--- config.mk ---
export PLATFORM = sky130hd
export DESIGN_NAME = hwmod_rst_ctrl
export DESIGN_NICKNAME = d
export VERILOG_FILES = /design/src/rtl/hwmod_rst_ctrl.sv
export SDC_FILE = /design/constraint.sdc
export NUM_CORES = 1
export LEC_CHECK = 0
export CAP_MARGIN = 20
export CORE_MARGIN = 2
export CORE_UTILIZATION = 53
export DETAILED_ROUTE_END_ITERATION = 7
export DONT_BUFFER_PORTS = 1
export GPL_TIMING_DRIVEN = 0
export PLACE_DENSITY = 0.68
export SLEW_MARGIN = 20
export SYNTH_ARGS = -nofsm -noshare
export SYNTH_HDL_FRONTEND = slang
export SYNTH_SLANG_ARGS = --single-unit
--- constraint.sdc ---
create_clock -name clk -period 2.18 [get_ports clk]
set_clock_uncertainty 0.15 [all_clocks]
set_input_delay 0.327 -clock clk [delete_from_list [all_inputs] [get_ports clk]]
set_output_delay 0.327 -clock clk [all_outputs]
set_load 0.03 [all_outputs]
--- src/rtl/hwmod_rst_ctrl.sv ---
// hwmod_rst_ctrl: violation responder for the hardware monitor.
// Sequences a bounded reset request (puc_req) on each violation and exposes
// STATUS / VCNT / PCLOG as peripheral registers at BASE_ADDR .. BASE_ADDR+2.
// Optional feature macro: HWMOD_PC_LOG_EN (PCLOG capture of pc on violation).
module hwmod_rst_ctrl #(
    parameter logic [13:0] BASE_ADDR    = 14'h00C8,
    parameter int unsigned RST_CYCLES   = 4,
    parameter int unsigned GUARD_CYCLES = 8
) (
    input  logic        clk,
    input  logic        reset_n,
    input  logic        viol_req,
    input  logic        exec,
    input  logic [15:0] pc,
    input  logic        per_en,
    input  logic [1:0]  per_we,
    input  logic [13:0] per_addr,
    input  logic [15:0] per_din,
    output logic [15:0] per_dout,
    output logic        puc_req,
    output logic        rst_active
);

    localparam int unsigned CNT_MAX = (RST_CYCLES > GUARD_CYCLES) ? RST_CYCLES : GUARD_CYCLES;
    localparam int unsigned CNT_W   = (CNT_MAX > 1) ? $clog2(CNT_MAX) : 1;

    localparam logic [CNT_W-1:0] RST_LOAD   = CNT_W'(RST_CYCLES - 1);
    localparam logic [CNT_W-1:0] GUARD_LOAD = CNT_W'(GUARD_CYCLES - 1);

    localparam logic [13:0] ADDR_STATUS = BASE_ADDR;
    localparam logic [13:0] ADDR_VCNT   = BASE_ADDR + 14'd1;
    localparam logic [13:0] ADDR_PCLOG  = BASE_ADDR + 14'd2;

    typedef enum logic [1:0] {
        ST_IDLE,
        ST_ASSERT,
        ST_GUARD
    } state_t;

    state_t           r_state;
    logic [CNT_W-1:0] r_cnt;
    logic             r_puc_req;
    logic             r_rst_active;
    logic             r_exec;
    logic             r_sticky;
    logic [7:0]       r_vcnt;

    logic             w_viol_new;
    logic             w_rd;
    logic             w_wr;
    logic             w_wr_status;
    logic             w_wr_vcnt;
    logic [15:0]      w_pclog;
    logic             w_unused_din;

    // A violation counts as a new event only when it arrives in IDLE
    assign w_viol_new  = (r_state == ST_IDLE) && viol_req;
    assign w_rd        = per_en && (per_we == 2'b00);
    assign w_wr        = per_en && (per_we != 2'b00);
    assign w_wr_status = w_wr && (per_addr == ADDR_STATUS);
    assign w_wr_vcnt   = w_wr && (per_addr == ADDR_VCNT);

    assign w_unused_din = ^{per_din[15:2], per_din[0]};

    assign puc_req    = r_puc_req;
    assign rst_active = r_rst_active;

    // Reset sequencing FSM with registered puc_req / rst_active
    always_ff @(posedge clk or negedge reset_n) begin
        if (!reset_n) begin
            r_state      <= ST_IDLE;
            r_cnt        <= '0;
            r_puc_req    <= 1'b0;
            r_rst_active <= 1'b0;
        end else begin
            case (r_state)
                ST_IDLE: begin
                    if (viol_req) begin
                        r_state      <= ST_ASSERT;
                        r_cnt        <= RST_LOAD;
                        r_puc_req    <= 1'b1;
                        r_rst_active <= 1'b1;
                    end
                end
                ST_ASSERT: begin
                    // cnt parks at 0 while viol_req stays high, stretching puc_req
                    if (r_cnt == '0) begin
                        if (!viol_req) begin
                            r_state   <= ST_GUARD;
                            r_cnt     <= GUARD_LOAD;
                            r_puc_req <= 1'b0;
                        end
                    end else begin
                        r_cnt <= r_cnt - 1'b1;
                    end
                end
                ST_GUARD: begin
                    if (viol_req) begin
                        r_state   <= ST_ASSERT;
                        r_cnt     <= RST_LOAD;
                        r_puc_req <= 1'b1;
                    end else if (r_cnt == '0) begin
                        r_state      <= ST_IDLE;
                        r_rst_active <= 1'b0;
                    end else begin
                        r_cnt <= r_cnt - 1'b1;
                    end
                end
                default: begin
                    r_state      <= ST_IDLE;
                    r_cnt        <= '0;
                    r_puc_req    <= 1'b0;
                    r_rst_active <= 1'b0;
                end
            endcase
        end
    end

    // STATUS bits: registered exec and sticky flag (set beats write-1-clear)
    always_ff @(posedge clk or negedge reset_n) begin
        if (!reset_n) begin
            r_exec   <= 1'b0;
            r_sticky <= 1'b0;
        end else begin
            r_exec <= exec;
            if (w_viol_new) begin
                r_sticky <= 1'b1;
            end else if (w_wr_status && per_din[1]) begin
                r_sticky <= 1'b0;
            end
        end
    end

    // Saturating violation counter; a clear coinciding with an increment yields 1
    always_ff @(posedge clk or negedge reset_n) begin
        if (!reset_n) begin
            r_vcnt <= '0;
        end else if (w_viol_new) begin
            if (w_wr_vcnt) begin
                r_vcnt <= 8'd1;
            end else if (r_vcnt != '1) begin
                r_vcnt <= r_vcnt + 8'd1;
            end
        end else if (w_wr_vcnt) begin
            r_vcnt <= '0;
        end
    end

`ifdef HWMOD_PC_LOG_EN
    logic [15:0] r_pclog;

    // Capture the PC of each new violation event
    always_ff @(posedge clk or negedge reset_n) begin
        if (!reset_n) begin
            r_pclog <= '0;
        end else if (w_viol_new) begin
            r_pclog <= pc;
        end
    end

    assign w_pclog = r_pclog;
`else
    logic w_unused_pc;

    assign w_unused_pc = ^pc;
    assign w_pclog     = '0;
`endif

    // Read mux: data only on a selected read, 0 otherwise (including writes)
    always_comb begin
        per_dout = '0;
        if (w_rd) begin
            case (per_addr)
                ADDR_STATUS: per_dout = {13'd0, r_rst_active, r_sticky, r_exec};
                ADDR_VCNT:   per_dout = {8'd0, r_vcnt};
                ADDR_PCLOG:  per_dout = w_pclog;
                default:     per_dout = '0;
            endcase
        end
    end

endmodule

==> results.cfg, run 1 <==
[setup_path]
r2r_setup_slack_ns = 0.27
r2r-start = r_vcnt[0]
cp_max_fo = 5
critPathCaptureType = output pin
crit_path_start_kind = primary input
critPathRequiredTime_ns = 1.70
reg2reg_to = r_vcnt[3]
worstSetupStartpoint = per_addr[1]
criticalPathCategory = primary input to output pin
r2r_cells = 5
cp.arrival_ns = 1.69

[synthesis]
synth.area.top_cells = dfrtp_1 37%, buf_4 5.2%, nor2_1 4.5%
synth_area_sq_mm = 0.00116
synth-edff-count = 0
yosys_most_used_dff = dfrtp_1
syn-instance-count = 133
synth_compound_area_share_pct = 20.9
yosysSeqAreaShare_pct = 36.7
yosys_warnings = 0
async_reset_ff_share_pct = 100
synth_top_area_share_pct = 36.7
synth_xor_area_share_pct = 0
synthTopCellsByCount = 17 x dfrtp_1, 14 x nor2_1, 10 x a21oi_1, 8 x buf_4
synth_cell_types = 44
avgSynthCellArea_sq_um = 8.72
synth_mux_area_share_pct = 0
synth.most_common_cell = dfrtp_1
ys_ff_latch = 17
synth_area_leader_cell = dfrtp_1
synth-adder-area-share_pct = 3.24
synth_top_family_by_area = simple AND/OR/NAND/NOR gates
synth-simple-area-share_pct = 29.8

[pwr]
pwr_density_cell_mw_per_mm2 = 944
leakagePower_nw = 0.516
ir_worst_vdd_mv = 0.626

[floorplan]
io-pin-count = 71
die_w_um = 50.8
placementRows = 16
core_region_area_sq_mm = 0.00202
start_util_pct = 57.4
die_h_um = 50.8
fp.dieArea_sq_mm = 0.00258

[sta]
rsz0062_at_grt = yes
relSlewSlack_pct = 37.2
max_freq_mhz = 461
setup_slack_ns = 0.00941
setup_viol = 0
min_period_over_period_pct = 99.6
fin_crit_ns = 2.17
tightest_slew_ns = 0.935
setup_tns_ns = 0
slew_violations = 0
finalHoldViolCount = 0

[clocking]
ctsResizeCount = 0
htreeDepth = 1
cts_tree = yes
clock_latency_ns = 0.29
numClockSinks = 17
cts-root-buf = clkbuf_4
cts.reportedPaths.clkPinSlew_ns = 0.10
postCtsSetupRepairBufs = 0
cts.path.max_buffers = 2
cts-buffers-inserted = 3

[layout]
drive_gt1_share_pct = 13.7
layout.nets = 203
syn_to_final_growth_pct = 9.17
final_util_pct = 62.6
fillers = 186
final_area_sq_mm = 0.00127
diodes = 0

[route]
drc_errors = 0
totalWireLength_um = 2520
drt_iter0_drc = 27
via_per_inst = 6.02
ant_nets = 0
first_pass_iters = 4
vias = 1042
wl_per_cell_um = 14.6

[worst_hold_path]
hold_class = primary input to flop
min_path_cells = 2
holdPathEnd = r_sticky
hold_path_startpoint = per_din[1]

[placement]
dpl.hpwl_um = 1870
place_ws_ns = 0.0290
place_area_sq_mm = 0.00122
place_congestion = 0.894
io_buffers = 0

[flow_run]
max-cap-violations = 0

[global_routing]
grt_first_pass_wirelength_um = 4200
grt_pass1_vias = 979
grt_use_total_pct = 21.5
grt_overflow = 0
grt_max_degree = 18
antenna_found_initial = 0

[run_status]
run_status = finished clean
==> worst max-delay path: stages <==
cell and delay (ns):
nor4bb_1 0.32, nand4_1 0.26, nor3_1 0.78
==> area by class of cell <==
class                           instances  area [sq um]  area share (%)
Tap cell                               27          33.8            2.67
Multi-Input combinational cell        105           656            51.8
Clock buffer                            4          26.3            2.08
Timing Repair Buffer                    2          20.0            1.58
Inverter                                6          22.5            1.78
Sequential cell                        17           425            33.6
Buffer                                 12          82.6            6.52
==> layout by cell type, fill, tap and decap left out, drive strengths merged, types with 2 or more instances in the layout <==
| cell | instances |
|---|---|
| and4 | 2 |
| nor3 | 7 |
| and3 | 3 |
| o21ai | 7 |
| nand2 | 7 |
| or3 | 2 |
| inv | 6 |
| ha | 3 |
| clkbuf | 7 |
| nor2 | 14 |
| nor4 | 3 |
| nand2b | 2 |
| a211oi | 4 |
| buf | 9 |
| dlygate4sd3 | 2 |
| a22oi | 4 |
| and2 | 3 |
| conb | 8 |
| dfrtp | 17 |
| nand3 | 4 |
| nand4 | 4 |
| a21oi | 10 |
==> registers in the layout, summed over array words and instances, names as in the netlist <==
signal      cells
puc_req         1
r_exec          1
r_cnt           3
r_sticky        1
r_state         2
r_vcnt          8
rst_active      1
==> metrics by stage <==
step | hold WS (ns) | cells | power, mW
finish | 0.0887 | 173 | 1.20
global route | 0.102 | 173 | 1.30
CTS | 0.0877 | 173 | 1.20
global placement | -0.118 | 167 | 0.990
detailed placement | -0.118 | 167 | 1.01
floorplan | -0.119 | 140 | 0.913
==> power by group <==
group / total, mW / switching, mW / leakage [nW] / internal [mW]
logic: 0.484 / 0.267 / 0.305 / 0.217
clock network: 0.175 / 0.104 / 0.0150 / 0.0713
registers: 0.536 / 0.127 / 0.197 / 0.409
==> how the worst max path moves through the flow <==
stage | cells past startpoint | slack, ns | end
2_1_floorplan | 3 | 0.18 | per_dout[5]
3_3_place_gp | 3 | 0.08 | per_dout[6]
3_5_place_dp | 3 | 0.03 | per_dout[6]
4_1_cts | 3 | 0.03 | per_dout[6]
5_1_grt | 3 | -0.04 | per_dout[6]
6_report | 3 | 0.009 | per_dout[6]
==> cells by family (layout without fill, tap and decap cells) <==
group,Yosys count,in the layout
simple gates,58,58
other cells,1,8
buf+inv,18,24
flops,17,17
fa+ha+maj,3,3
compound gates,36,36
==> what timing repair did <==
action	CTS	global route
setup endpoints to repair	0	2
hold buffers	2	0
endpoints found under the hold margin	18	0
==> routing by layer <==
metal  share of wire [%]  routed length [um]  vias up  GRT usage (%)
met4                0.48                  12        0           6.76
li1                    -                   -      509              -
met2                  47                1180       47           36.4
met5                   0                   0        -              0
met1                  46                1150      484           27.8
met3                 6.7                 169        2           3.57
(Power assumes the default switching activity.)
==> run 2: changes to the inputs <==
CELL_PAD_IN_SITES_DETAIL_PLACEMENT = 0   (was default)
CELL_PAD_IN_SITES_GLOBAL_PLACEMENT = 1   (was default)
CORE_ASPECT_RATIO = 2   (was default)
CORE_UTILIZATION = 42   (was 53)
PLACE_DENSITY = default   (was 0.68)
PLACE_DENSITY_LB_ADDON = 0.1   (was default)
clock period = 2.3 ns   (was 2.18 ns; I/O delays follow)
==> run 2 against run 1 <==
  * Global-route usage decreased by 2.0 points
  * Clock-buffer cell count did not move
  * Combinational power down 5.6%
  * Critical path depth unchanged
  * Worst hold slack improved by 0.066 ns
  * Register-to-register slack improved by 0.09 ns
  * Via count down 1.6%
  * Core utilization is 15 points lower
  * Critical path type unchanged
  * Largest cell class unchanged
==> results.cfg, run 2 (same netlist as run 1, synthesis figures left out) <==
[sta]
fin_crit_ns = 2.24
hold_ws_ns = 0.155
tightest_slew_ns = 0.892
setup_tns_ns = 0
rsz0062_at_grt = yes
slew_violations = 0
relSlewSlack_pct = 40.1
max_freq_mhz = 447
min_period_over_period_pct = 97.2
setup_slack_ns = 0.0635
finalHoldViolCount = 0
setup_viol = 0

[clocking]
ctsResizeCount = 0
htreeDepth = 1
cts.reportedPaths.clkPinSlew_ns = 0.07
clock_latency_ns = 0.25
cts-buffers-inserted = 3
postCtsSetupRepairBufs = 0
cts.path.max_buffers = 2
numClockSinks = 17
cts-root-buf = clkbuf_8
cts_tree = yes

[route]
via_per_inst = 5.86
drc_errors = 0
totalWireLength_um = 2700
ant_nets = 0
first_pass_iters = 4
drt_iter0_drc = 29
vias = 1025
wl_per_cell_um = 15.4

[setup_path]
r2r-start = r_vcnt[0]
worstSetupStartpoint = per_addr[1]
reg2reg_to = r_vcnt[0]
critPathRequiredTime_ns = 1.80
crit_path_start_kind = primary input
r2r_setup_slack_ns = 0.36
critPathCaptureType = output pin
criticalPathCategory = primary input to output pin
cp.arrival_ns = 1.74
r2r_cells = 5
cp_max_fo = 5

[layout]
diodes = 0
largestRegisters = r_vcnt: 8 flops, r_cnt: 3 flops, r_state: 2 flops
fin_cells = 175
regMostFlops = r_vcnt
layout_commonest_cell = dfrtp_1
drive_gt1_share_pct = 13.7
syn_to_final_growth_pct = 11.0
largest_reg_flops = 8
layout.nets = 203
fillers = 296
final_cell_mix = 17 x dfrtp_1, 14 x nor2_1, 10 x a21oi_1

[worst_hold_path]
holdPathEnd = r_sticky
hold_class = primary input to flop
hold_path_startpoint = per_din[1]
min_path_cells = 2

[pwr]
pwr_density_cell_mw_per_mm2 = 925
leakagePower_nw = 0.524
ir_worst_vdd_mv = 0.504

[floorplan]
start_util_pct = 42.9
placementRows = 27
die_h_um = 78.3
core_region_area_sq_mm = 0.00270
io-pin-count = 71
fp.dieArea_sq_mm = 0.00322
die_w_um = 41.2

[global_routing]
grt_use_total_pct = 19.4
grt_pass1_vias = 975
grt_overflow = 0
grt_first_pass_wirelength_um = 4430
antenna_found_initial = 0
grt_max_degree = 18

[flow_run]
max-cap-violations = 0

[placement]
io_buffers = 0
dp.cells = 169
place_ws_ns = 0.0718
dpl.hpwl_um = 2170
place_congestion = 0.732

[run_status]
run_status = finished clean
-- run 2: changes by cell type in the layout (fill, tap and decap cells not counted) --
cell      change
clkbuf_4      -3
clkbuf_8      +3
-- run 2: final cells by class --
| type | instances | area (sq um) | area share [%] |
|---|---|---|---|
| buffer | 12 | 82.6 | 6.41 |
| clock buffer | 4 | 45.0 | 3.50 |
| inverter | 6 | 22.5 | 1.75 |
| multi-input combinational | 105 | 656 | 50.9 |
| sequential | 17 | 425 | 33.0 |
| tap | 29 | 36.3 | 2.82 |
| timing repair buffer | 2 | 20.0 | 1.55 |
-- run 2: worst max-delay path by stage --
stage                   to  slack [ns]  depth (start not counted)
2_1_floorplan  per_dout[5]        0.27                          3
3_3_place_gp   per_dout[5]        0.09                          3
3_5_place_dp   per_dout[6]        0.07                          3
4_1_cts        per_dout[6]        0.07                          3
5_1_grt        per_dout[5]       -0.09                          3
6_report       per_dout[6]        0.06                          3
-- run 2: through the flow --
step	util [%]	power, mW	area (sq um)
finish	47.6	1.19	1290
global route	47.6	1.30	1290
CTS	47.6	1.20	1290
detailed placement	45.2	0.965	1220
global placement	45.2	0.958	1220
floorplan	-	0.866	1190
-- run 2: power by group --
group	internal, mW	leakage (nW)	switching, mW
clock network	0.123	0.0228	0.102
registers	0.388	0.197	0.121
logic	0.204	0.305	0.253
-- run 2: worst max-delay path, cell delays in order --
cell and delay [ns]:
nor4bb_1 0.34, nand4_1 0.29, nor3_1 0.76
-- run 2: routing by layer --
metal,GRT usage [%],vias up,share of wire (%)
met5,0,-,0
li1,-,507,-
met4,7.74,0,1.5
met3,1.98,4,4.6
met2,34.5,36,58
met1,21.2,478,36
-- run 2: timing repair --
action,in CTS,in global routing
endpoints found under the setup margin,0,2
endpoints found under the hold margin,18,0
hold buffers,2,0
